===== src/rtl/pong_pkg.sv =====
// rtl/pong_pkg.sv - screen geometry, game states and position type shared by the pong controller
package pong_pkg;

  localparam int WALL_TOP   = 8;
  localparam int WALL_BOT   = 470;
  localparam int WALL_RIGHT = 631;
  localparam int PAD_X0     = 28;
  localparam int PAD_X1     = 36;
  localparam int PAD_H      = 64;
  localparam int BALL_SZ    = 8;

  localparam logic [9:0] CENTRE_X  = 10'd320;
  localparam logic [9:0] CENTRE_Y  = 10'd236;
  localparam logic [9:0] PAD_Y_RST = 10'd208;

  // Legal top-left ranges derived from wall and sprite sizes
  localparam logic [9:0] BALL_Y_MIN = 10'(WALL_TOP);
  localparam logic [9:0] BALL_Y_MAX = 10'(WALL_BOT - BALL_SZ + 1);
  localparam logic [9:0] BALL_X_MAX = 10'(WALL_RIGHT - BALL_SZ);
  localparam logic [9:0] PAD_Y_MIN  = 10'(WALL_TOP);
  localparam logic [9:0] PAD_Y_MAX  = 10'(WALL_BOT - PAD_H + 1);
  localparam logic [9:0] PAD_FACE   = 10'(PAD_X1);
  localparam logic [9:0] PAD_HEIGHT = 10'(PAD_H);
  localparam logic [9:0] BALL_SIZE  = 10'(BALL_SZ);

  typedef enum logic [1:0] {
    SERVE = 2'd0,
    PLAY  = 2'd1,
    MISS  = 2'd2,
    OVER  = 2'd3
  } game_state_t;

  typedef struct packed {
    logic [9:0] pos_x;
    logic [9:0] pos_y;
  } pos_data;

  localparam pos_data CENTRE_POS = '{pos_x: CENTRE_X, pos_y: CENTRE_Y};

  function automatic logic signed [10:0] to_s11(input logic [9:0] v);
    return signed'({1'b0, v});
  endfunction

endpackage


===== src/rtl/pong_pad_mover.sv =====
// rtl/pong_pad_mover.sv - paddle button decode, step and clamp to the playfield
module pong_pad_mover
  import pong_pkg::*;
#(
  parameter int PAD_STEP = 4
) (
  input  logic [9:0] pad_y_i,
  input  logic       btn_up_i,
  input  logic       btn_down_i,
  output logic [9:0] pad_y_o
);

  localparam logic signed [10:0] STEP_S = 11'(PAD_STEP);

  logic signed [10:0] cur_s;
  logic signed [10:0] step_s;

  always_comb begin
    cur_s  = to_s11(pad_y_i);
    step_s = cur_s;
    if (btn_up_i && !btn_down_i) begin
      step_s = cur_s - STEP_S;
    end else if (btn_down_i && !btn_up_i) begin
      step_s = cur_s + STEP_S;
    end
    if (step_s < to_s11(PAD_Y_MIN)) begin
      step_s = to_s11(PAD_Y_MIN);
    end else if (step_s > to_s11(PAD_Y_MAX)) begin
      step_s = to_s11(PAD_Y_MAX);
    end
    pad_y_o = step_s[9:0];
  end

endmodule


===== src/rtl/pong_game_ctrl.sv =====
// rtl/pong_game_ctrl.sv - per-frame pong sequencer; BALL_SPEEDUP_EN adds a speed register raised every 4th hit
module pong_game_ctrl
  import pong_pkg::*;
#(
  parameter int BALL_STEP   = 2,
  parameter int PAD_STEP    = 4,
  parameter int LIVES       = 3,
  parameter int MISS_FRAMES = 60
) (
  input  logic       clk,
  input  logic       rst,
  input  logic       frame_tick,
  input  logic       btn_up,
  input  logic       btn_down,
  input  logic       btn_start,
  output logic [9:0] ball_x,
  output logic [9:0] ball_y,
  output logic [9:0] pad_y,
  output logic [7:0] score,
  output logic [2:0] lives,
  output logic       game_over,
  output logic       miss_pulse
);

  localparam int                MC_W      = $clog2(MISS_FRAMES + 1);
  localparam logic [MC_W-1:0]   MISS_LAST = MC_W'(MISS_FRAMES - 1);
  localparam logic [2:0]        STEP_RST  = 3'(BALL_STEP);
  localparam logic [2:0]        LIVES_RST = 3'(LIVES);

  game_state_t     state_q, state_d;
  pos_data         ball_q, ball_d;
  logic            vx_neg_q, vx_neg_d;
  logic            vy_neg_q, vy_neg_d;
  logic [9:0]      pad_q, pad_d, pad_next;
  logic [7:0]      score_q, score_d, score_inc;
  logic [2:0]      lives_q, lives_d;
  logic [MC_W-1:0] miss_cnt_q, miss_cnt_d;
  logic            miss_pulse_q, miss_pulse_d;
  logic [2:0]      spd;

`ifdef BALL_SPEEDUP_EN
  logic [2:0] speed_q, speed_d;
  assign spd = speed_q;
`else
  assign spd = STEP_RST;
`endif

  pong_pad_mover #(
    .PAD_STEP(PAD_STEP)
  ) u_pad (
    .pad_y_i   (pad_q),
    .btn_up_i  (btn_up),
    .btn_down_i(btn_down),
    .pad_y_o   (pad_next)
  );

  // Velocity is a sign bit per axis; magnitude comes from spd
  logic signed [10:0] bx_s, by_s, pad_s, mag_s, nx, ny;
  logic               y_overlap, pad_hit;

  assign bx_s      = to_s11(ball_q.pos_x);
  assign by_s      = to_s11(ball_q.pos_y);
  assign pad_s     = to_s11(pad_q);
  assign mag_s     = signed'({8'd0, spd});
  assign nx        = vx_neg_q ? (bx_s - mag_s) : (bx_s + mag_s);
  assign ny        = vy_neg_q ? (by_s - mag_s) : (by_s + mag_s);
  assign y_overlap = (by_s + to_s11(BALL_SIZE) > pad_s) && (by_s < pad_s + to_s11(PAD_HEIGHT));
  assign pad_hit   = vx_neg_q && (nx <= to_s11(PAD_FACE)) && (bx_s >= to_s11(PAD_FACE)) && y_overlap;
  assign score_inc = (score_q == 8'hFF) ? 8'hFF : score_q + 8'd1;

  always_comb begin
    state_d      = state_q;
    ball_d       = ball_q;
    vx_neg_d     = vx_neg_q;
    vy_neg_d     = vy_neg_q;
    pad_d        = pad_q;
    score_d      = score_q;
    lives_d      = lives_q;
    miss_cnt_d   = miss_cnt_q;
    miss_pulse_d = 1'b0;
`ifdef BALL_SPEEDUP_EN
    speed_d      = speed_q;
`endif
    if (frame_tick) begin
      if (state_q != OVER) begin
        pad_d = pad_next;
      end
      unique case (state_q)
        SERVE: begin
          ball_d = CENTRE_POS;
          if (btn_start) begin
            state_d  = PLAY;
            vx_neg_d = 1'b1;
            vy_neg_d = 1'b0;
`ifdef BALL_SPEEDUP_EN
            speed_d  = STEP_RST;
`endif
          end
        end
        PLAY: begin
          if (ny < to_s11(BALL_Y_MIN)) begin
            ball_d.pos_y = BALL_Y_MIN;
            vy_neg_d     = ~vy_neg_q;
          end else if (ny > to_s11(BALL_Y_MAX)) begin
            ball_d.pos_y = BALL_Y_MAX;
            vy_neg_d     = ~vy_neg_q;
          end else begin
            ball_d.pos_y = ny[9:0];
          end
          if (pad_hit) begin
            ball_d.pos_x = PAD_FACE;
            vx_neg_d     = 1'b0;
            score_d      = score_inc;
`ifdef BALL_SPEEDUP_EN
            if (score_inc[1:0] == 2'b00 && speed_q != 3'd7) begin
              speed_d = speed_q + 3'd1;
            end
`endif
          end else if (nx > to_s11(BALL_X_MAX)) begin
            ball_d.pos_x = BALL_X_MAX;
            vx_neg_d     = ~vx_neg_q;
          end else if (nx[10]) begin
            // Ball left the field past the paddle: park it at x=0
            ball_d.pos_x = '0;
            miss_pulse_d = 1'b1;
            lives_d      = lives_q - 3'd1;
            miss_cnt_d   = '0;
            state_d      = (lives_q == 3'd1) ? OVER : MISS;
          end else begin
            ball_d.pos_x = nx[9:0];
          end
        end
        MISS: begin
          miss_cnt_d = miss_cnt_q + 1'b1;
          if (miss_cnt_q == MISS_LAST) begin
            state_d  = SERVE;
            ball_d   = CENTRE_POS;
            vx_neg_d = 1'b1;
            vy_neg_d = 1'b0;
`ifdef BALL_SPEEDUP_EN
            speed_d  = STEP_RST;
`endif
          end
        end
        OVER: begin
          if (btn_start) begin
            state_d  = SERVE;
            lives_d  = LIVES_RST;
            score_d  = '0;
            ball_d   = CENTRE_POS;
            vx_neg_d = 1'b1;
            vy_neg_d = 1'b0;
`ifdef BALL_SPEEDUP_EN
            speed_d  = STEP_RST;
`endif
          end
        end
        default: ;
      endcase
    end
  end

  always_ff @(posedge clk) begin
    if (rst) begin
      state_q      <= SERVE;
      ball_q       <= CENTRE_POS;
      vx_neg_q     <= 1'b1;
      vy_neg_q     <= 1'b0;
      pad_q        <= PAD_Y_RST;
      score_q      <= '0;
      lives_q      <= LIVES_RST;
      miss_cnt_q   <= '0;
      miss_pulse_q <= 1'b0;
    end else begin
      state_q      <= state_d;
      ball_q       <= ball_d;
      vx_neg_q     <= vx_neg_d;
      vy_neg_q     <= vy_neg_d;
      pad_q        <= pad_d;
      score_q      <= score_d;
      lives_q      <= lives_d;
      miss_cnt_q   <= miss_cnt_d;
      miss_pulse_q <= miss_pulse_d;
    end
  end

`ifdef BALL_SPEEDUP_EN
  always_ff @(posedge clk) begin
    if (rst) begin
      speed_q <= STEP_RST;
    end else begin
      speed_q <= speed_d;
    end
  end
`endif

  assign ball_x     = ball_q.pos_x;
  assign ball_y     = ball_q.pos_y;
  assign pad_y      = pad_q;
  assign score      = score_q;
  assign lives      = lives_q;
  assign game_over  = (state_q == OVER);
  assign miss_pulse = miss_pulse_q;

endmodule


===== config.mk =====
export PLATFORM = sky130hd
export DESIGN_NAME = pong_game_ctrl
export DESIGN_NICKNAME = d
export VERILOG_FILES = /design/src/rtl/pong_pkg.sv /design/src/rtl/pong_pad_mover.sv /design/src/rtl/pong_game_ctrl.sv
export SDC_FILE = /design/constraint.sdc
export NUM_CORES = 1
export LEC_CHECK = 0
export CORE_ASPECT_RATIO = 0.5
export CORE_MARGIN = 3
export CORE_UTILIZATION = 52
export CTS_CLUSTER_DIAMETER = 200
export DETAILED_ROUTE_END_ITERATION = 12
export GPL_TIMING_DRIVEN = 0
export PLACE_DENSITY = 0.83
export SLEW_MARGIN = 20
export SYNTH_ARGS = -nofsm -noshare
export SYNTH_HDL_FRONTEND = slang
export SYNTH_SLANG_ARGS = --single-unit
export TNS_END_PERCENT = 100

===== constraint.sdc =====
create_clock -name clk -period 2.68 [get_ports clk]
set_input_delay 0.536 -clock clk [delete_from_list [all_inputs] [get_ports clk]]
set_output_delay 0.536 -clock clk [all_outputs]
set_load 0.02 [all_outputs]

* After elaboration in Yosys (flattened, before gate mapping) *
Index checks and enable logic that the tools add are counted.
W data, S select, Z words.

word-level totals
  input bits = 6
  flip-flop bits (word level) = 52
  logic and storage cells = 118

cells by class
  add/subtract/negate cells = 11
  $lt $le $gt $ge = 9
  equality and inequality tests = 17
  reductions and logical operators = 21
  bitwise operators = 4
  multiplexer cells = 46

operators with widths
  operator                 count
  $pmux W20 S4             1
  $mux W10                 7
  $mux W11                 4
  $mux W20                 2
  $mux W8                  3
  $add A10 B2 Y11 const B  2
  $gt A11 B10 Y1 const B   2
  $lt A11 B5 Y1 const B    2
  $sub A10 B2 Y11 const B  2
  $mux W6                  3
  $ne A2 B2 Y1 const B     8
  $pmux W8 S2              1
  $mux W2                  6
  $mux W3                  4
  $pmux W6 S2              1
  $reduce_and A4 Y1        3
  $add A10 B3 Y11 const B  1
  $add A10 B4 Y11 const B  1
  $add A10 B7 Y11 const B  1
  $gt A11 B11 Y1           1
  $gt A11 B11 Y1 const B   1
  $le A11 B7 Y1 const B    1
  $lt A11 B11 Y1           1
  $sub A10 B3 Y11 const B  1
  other kinds (27)         49

* Logic depth before layout (Yosys ltp) *
  word-level depth = 8
  gate-level depth with buffers = 14
  gate-level depth less buffers = 13

* By module *
A second synthesis with hierarchy kept.

unflattened totals
  cell total of the unflattened synthesis = 538
  area, all modules = 4,451.8 sq um

by module, submodules not included
  module          cells each  area each (sq um)  seq. area each (sq um)  instances
  pong_game_ctrl  483         4,022.6            1,041.0                 1
  pong_pad_mover  55          429.2              0.0                     1

* Worst setup path after synthesis *
OpenSTA, ideal clock, no wires.

  path type = reg-to-reg
  from = reg ball_q, in the netlist ball_x[1]
  to = reg ball_q, in the netlist ball_x[1]
  slack = -0.187 ns
  stages on the path, launching flop included = 11
  library setup time = 0.117 ns
  arrival time = 2.751 ns
  required time = 2.563 ns
  path buffers = 1
  cells stage by stage = dfxtp_1 > fa_1 > a211oi_2 > nor3b_2 > mux2i_1 > a2111oi_4 > a31oi_1 > or3_1 > buf_2 > and2_4 > a22o_1

between the ends
  longest elaborated chain between the ends = 8
  elaborated cells on any way between the ends = 13
  classes of those cells = 2 x add/sub; 3 x order compare; 5 x mux; 3 x reduce/logical

ends and longest elaborated chain
  item                                                line                   text
  start: declaration                                  pong_game_ctrl.sv:31   pos_data ball_q, ball_d;
  start signal: assignment                            pong_game_ctrl.sv:176  ball_q <= ball_d;
  $add A10 B2 Y11 or $sub A10 B2 Y11 (tied branches)  pong_game_ctrl.sv:65   assign nx = vx_neg_q ? (bx_s - mag_s) : (bx_s + mag_s);
  $mux W11                                            pong_game_ctrl.sv:65
  $le A11 B7 Y1                                       pong_game_ctrl.sv:68   assign pad_hit = vx_neg_q && (nx <= to_s11(PAD_FACE)) && (bx_s >= to_s11(PAD_FACE)) && y_overlap;
  $logic_and A1 B1 Y1 (3 in series)                   pong_game_ctrl.sv:68
  $mux W10 *                                          pong_game_ctrl.sv:110  if (pad_hit) begin
  $pmux W20 S4 *                                      pong_game_ctrl.sv:88   unique case (state_q)

Mark *: on every way between the ends. The rest lies on a longest branch, timed or not.
A chain may end at the register's enable or synchronous reset.

* Worst setup path after layout *
  from = reg ball_q, in the netlist ball_y[2]
  to = reg ball_q, in the netlist ball_y[3]

between the ends
  longest elaborated chain between the ends = 6
  elaborated cells on any way between the ends = 8
  classes of those cells = 2 x add/sub; 2 x order compare; 4 x mux

ends and longest elaborated chain
  item                                                line                   text
  $add A10 B2 Y11 or $sub A10 B2 Y11 (tied branches)  pong_game_ctrl.sv:66   assign ny = vy_neg_q ? (by_s - mag_s) : (by_s + mag_s);
  $mux W11 *                                          pong_game_ctrl.sv:66
  $gt A11 B10 Y1                                      pong_game_ctrl.sv:104  end else if (ny > to_s11(BALL_Y_MAX)) begin
  $mux W10                                            pong_game_ctrl.sv:104
  $mux W10 *                                          pong_game_ctrl.sv:101  if (ny < to_s11(BALL_Y_MIN)) begin
  $pmux W20 S4 *                                      pong_game_ctrl.sv:88

Marked as above.

==> flow_metrics.env <==
export IMPL_start_kind="register"
export IMPL_synthFlopType="dfxtp_1"
export IMPL_path_max_fanout=5
export IMPL_syn2layout_area_growth_pct=47.40
export IMPL_worstPathRequired_ns=2.85
export IMPL_worst_path_stages=10
export IMPL_critPathSlowestCell="fa_2"
export IMPL_clock_fmax_mhz=317.3
export IMPL_synthArstFlopShare_pct=0
export IMPL_ys_seq_area_share_pct=22.71
export IMPL_core_area_um2=8202
export IMPL_critPathTopFamily="compound AO/OA/AOI/OAI gates"
export IMPL_timing_final_ws_setup_ns=-0.4717
export IMPL_syn_num_nets=608
export IMPL_io_pins=49
export IMPL_placed_cells=710
export IMPL_start_util_pct=54.81
export IMPL_vias=5627
export IMPL_rows=23
export IMPL_clk_pin_slew_ns=0.07
export IMPL_grt_ovfl_total=0
export IMPL_ys_types=81
export IMPL_synth_xor_area_share_pct=4.286
export IMPL_finalMaxSlewViolations=0
export IMPL_reg2reg_depth=10
export IMPL_worstMarginPinSlew_ns=0.8906
export IMPL_wl_per_cell_um=24.17
export IMPL_layout_drive_gt1_share_pct=33.53
export IMPL_maxSlewHeadroom_pct=40.63
export IMPL_dr_pass1_iters=6
export IMPL_synthMuxAreaShare_pct=1.559
export IMPL_layout_nets=733
export IMPL_ctsHoldBuffers=0
export IMPL_final_cells=789
export IMPL_final_area_um2=6626
export IMPL_dpl_cell_area_um2=5157
export IMPL_maxCapViolCount=0
export IMPL_diodes=0
export IMPL_ys_top_cells_by_area="dfxtp_1, ha_1, a21oi_1"
export IMPL_synth_top_area_share_pct=22.71
export IMPL_dieWidth_um=137.5
export IMPL_floorplan_die_area_um2=9865
export IMPL_finClkSkew_ns=0.006852
export IMPL_viasPerCell=7.132
export IMPL_drt_iter0_drc=771
export IMPL_grt_antenna_before_repair=0
export IMPL_cts_root_buf="clkbuf_16"
export IMPL_dp_hpwl_mm=8.979
export IMPL_worstSkewPairLatency_ns=0.31
export IMPL_hold_viol=0
export IMPL_globalplace_congestion=0.9225
export IMPL_cts_made_buffers=5
export IMPL_whs_path_depth=2
export IMPL_cp_num_buf_inv=2
export IMPL_p_leak_uw=0.002580
export IMPL_ys_ff_latch=51
export IMPL_gr_usage_all_layers_pct=30.44
export IMPL_drcViolationCount=0
export IMPL_period_needed_ns=3.152
export IMPL_grt_max_degree=17
export IMPL_violations="negative setup slack"
export IMPL_yosys_area_share_simple_pct=22.49
export IMPL_cp_slowest_stage_delay_ns=0.47
export IMPL_synthAdderAreaFrac_pct=14.53
export IMPL_synthCells=551
export IMPL_hp_class="register to register"
export IMPL_die_h_um=71.75
export IMPL_setup_viol=38
export IMPL_avgSynthCellArea_um2=8.159
export IMPL_ir_drop_mv=0.6730
export IMPL_synth_compound_area_share_pct=29.36
export IMPL_end_kind="register"
export IMPL_syn_cell_area_um2=4496
export IMPL_clock_sinks=51
export IMPL_rsz0062_at_grt="yes"
export IMPL_cts_htree_levels=2
export IMPL_ant_nets=0
export IMPL_grt_pass1_vias=4958
export IMPL_io_buffers=47
export IMPL_synth_top_family_by_area="compound AO/OA/AOI/OAI gates"
export IMPL_routed_wl_mm=19.07
export IMPL_cts_tree="done"
export IMPL_fillers=427
export IMPL_status="finished, violations left"
export IMPL_yosysTopAreaCell="dfxtp_1"
export IMPL_path_class="register to register"
export IMPL_power_density_nw_per_um2=717.2
export IMPL_synth_edf_count=0
export IMPL_grt_pass1_wl_mm=24.24
export IMPL_clk_path_buf_depth=2
export IMPL_crit_top_cell="buf_4"
export IMPL_arrival_ns=3.32
export IMPL_min_period_over_period_pct=117.6
export IMPL_crit_chain="fa_2, a211oi_4, o21ai_2, a22o_1, buf_4, a41oi_2, o41a_1, buf_4, a41o_1, nand2_1"
export IMPL_yosysWarnings=0
export IMPL_total_power_uw=4752
[Yosys cell counts, types with 7 or more instances]
cell type  number
a211oi_1       12
o21a_1          7
o21bai_1        7
a31oi_1         7
dfxtp_1        51
nand3_1        16
nand2_1        38
o21ai_0        27
o31ai_1         7
nor2_1         41
clkbuf_1       13
inv_1          32
nor4_1          7
xnor2_1        17
and3_1         10
mux2i_1         7
nand4_1         9
ha_1           49
nor3_1         17
nor2b_1        11
a21oi_1        35
a21o_1          7
[routing by layer]
metal  GRT usage, %  vias up  part of all wire [%]
met5              0        -                     0
met4          12.61        0                   8.2
met3          6.101      189                    11
met2          52.00      487                    44
met1          37.74     2623                    36
li1               -     2328                     -
[worst register-to-register path: cells and delay by family, from the launching register on]
kind | cells | cell delay [ns]
compound gates | 6 | 1.76
fa+ha+maj | 1 | 0.47
flops | 1 | 0.39
buf+inv | 2 | 0.33
simple gates | 1 | 0.07
[area by class of cell]
type,count,area (um2),share of cell area [%]
multi-input cells,447,3973,59.95
flip-flops and latches,51,1071,16.16
repair buffers,119,1059,15.97
well taps,112,140.1,2.115
clock buffers,5,125.1,1.888
inverters,32,122.6,1.850
plain buffers,20,117.6,1.775
clock inverters,3,18.77,0.2832
[cells in the final DEF, fill, tap and decap left out, drive strengths merged, types with 16 or more instances in the layout]
cell type	count
clkdlybuf4s50	45
ha	49
inv	33
dfxtp	51
nor2	41
o21ai	31
a211oi	16
clkbuf	17
xnor2	17
nor3	18
nand2	38
a21oi	39
nand3	17
buf	80
[sequential cells by signal, summed over array words and instances (netlist names)]
signal      cells
ball_x         10
miss_cnt_q      6
lives           3
score           8
vy_neg_q        1
state_q         2
ball_y         10
pad_y           9
miss_pulse      1
vx_neg_q        1
[metrics by stage]
| stage | hold slack (ns) | util (%) | setup slack, ns | setup TNS (ns) |
|---|---|---|---|---|
| finish | 0.5129 | 80.79 | -0.4717 | -8.352 |
| global route | 0.5523 | 80.79 | -0.4328 | -10.86 |
| CTS | 0.5143 | 73.73 | -0.1440 | -1.308 |
| detailed placement | 0.4847 | 62.88 | -0.4864 | -13.27 |
| global placement | 0.4828 | 62.88 | -0.4789 | -12.98 |
| floorplan | 0.4879 | - | 0.005013 | 0 |
[path summary, 6_finish.rpt]
kind	startpoint	endpoint	slack [ns]
max	ball_y[2]	ball_y[3]	-0.47
min	ball_x[7]	ball_x[7]	0.51
max reg2reg	ball_y[2]	ball_y[3]	-0.47
min reg2reg	ball_x[7]	ball_x[7]	0.51
[where the power goes]
part	internal [uW]	switching, uW	total, uW
registers	833	130	964
clock network	347	334	680
logic	1350	1760	3110
total	2530	2220	4750
[cells by family (layout without fill, tap and decap cells)]
family / after synthesis / after routing
multiplexers: 7 / 7
flip-flops: 51 / 51
buffers and inverters: 53 / 179
XOR/XNOR: 22 / 22
AO/OA/AOI/OAI: 179 / 179
adder cells (fa/ha/maj): 51 / 51
AND/OR/NAND/NOR: 188 / 188
[what timing repair did]
item                                    CTS  global route
gates resized for setup                  84            91
endpoints found under the setup margin   40            41
pin swaps                                43            59
buffers inserted                         51            21
gates cloned                              1             0
Note: power is estimated with default switching activity, not from simulation.
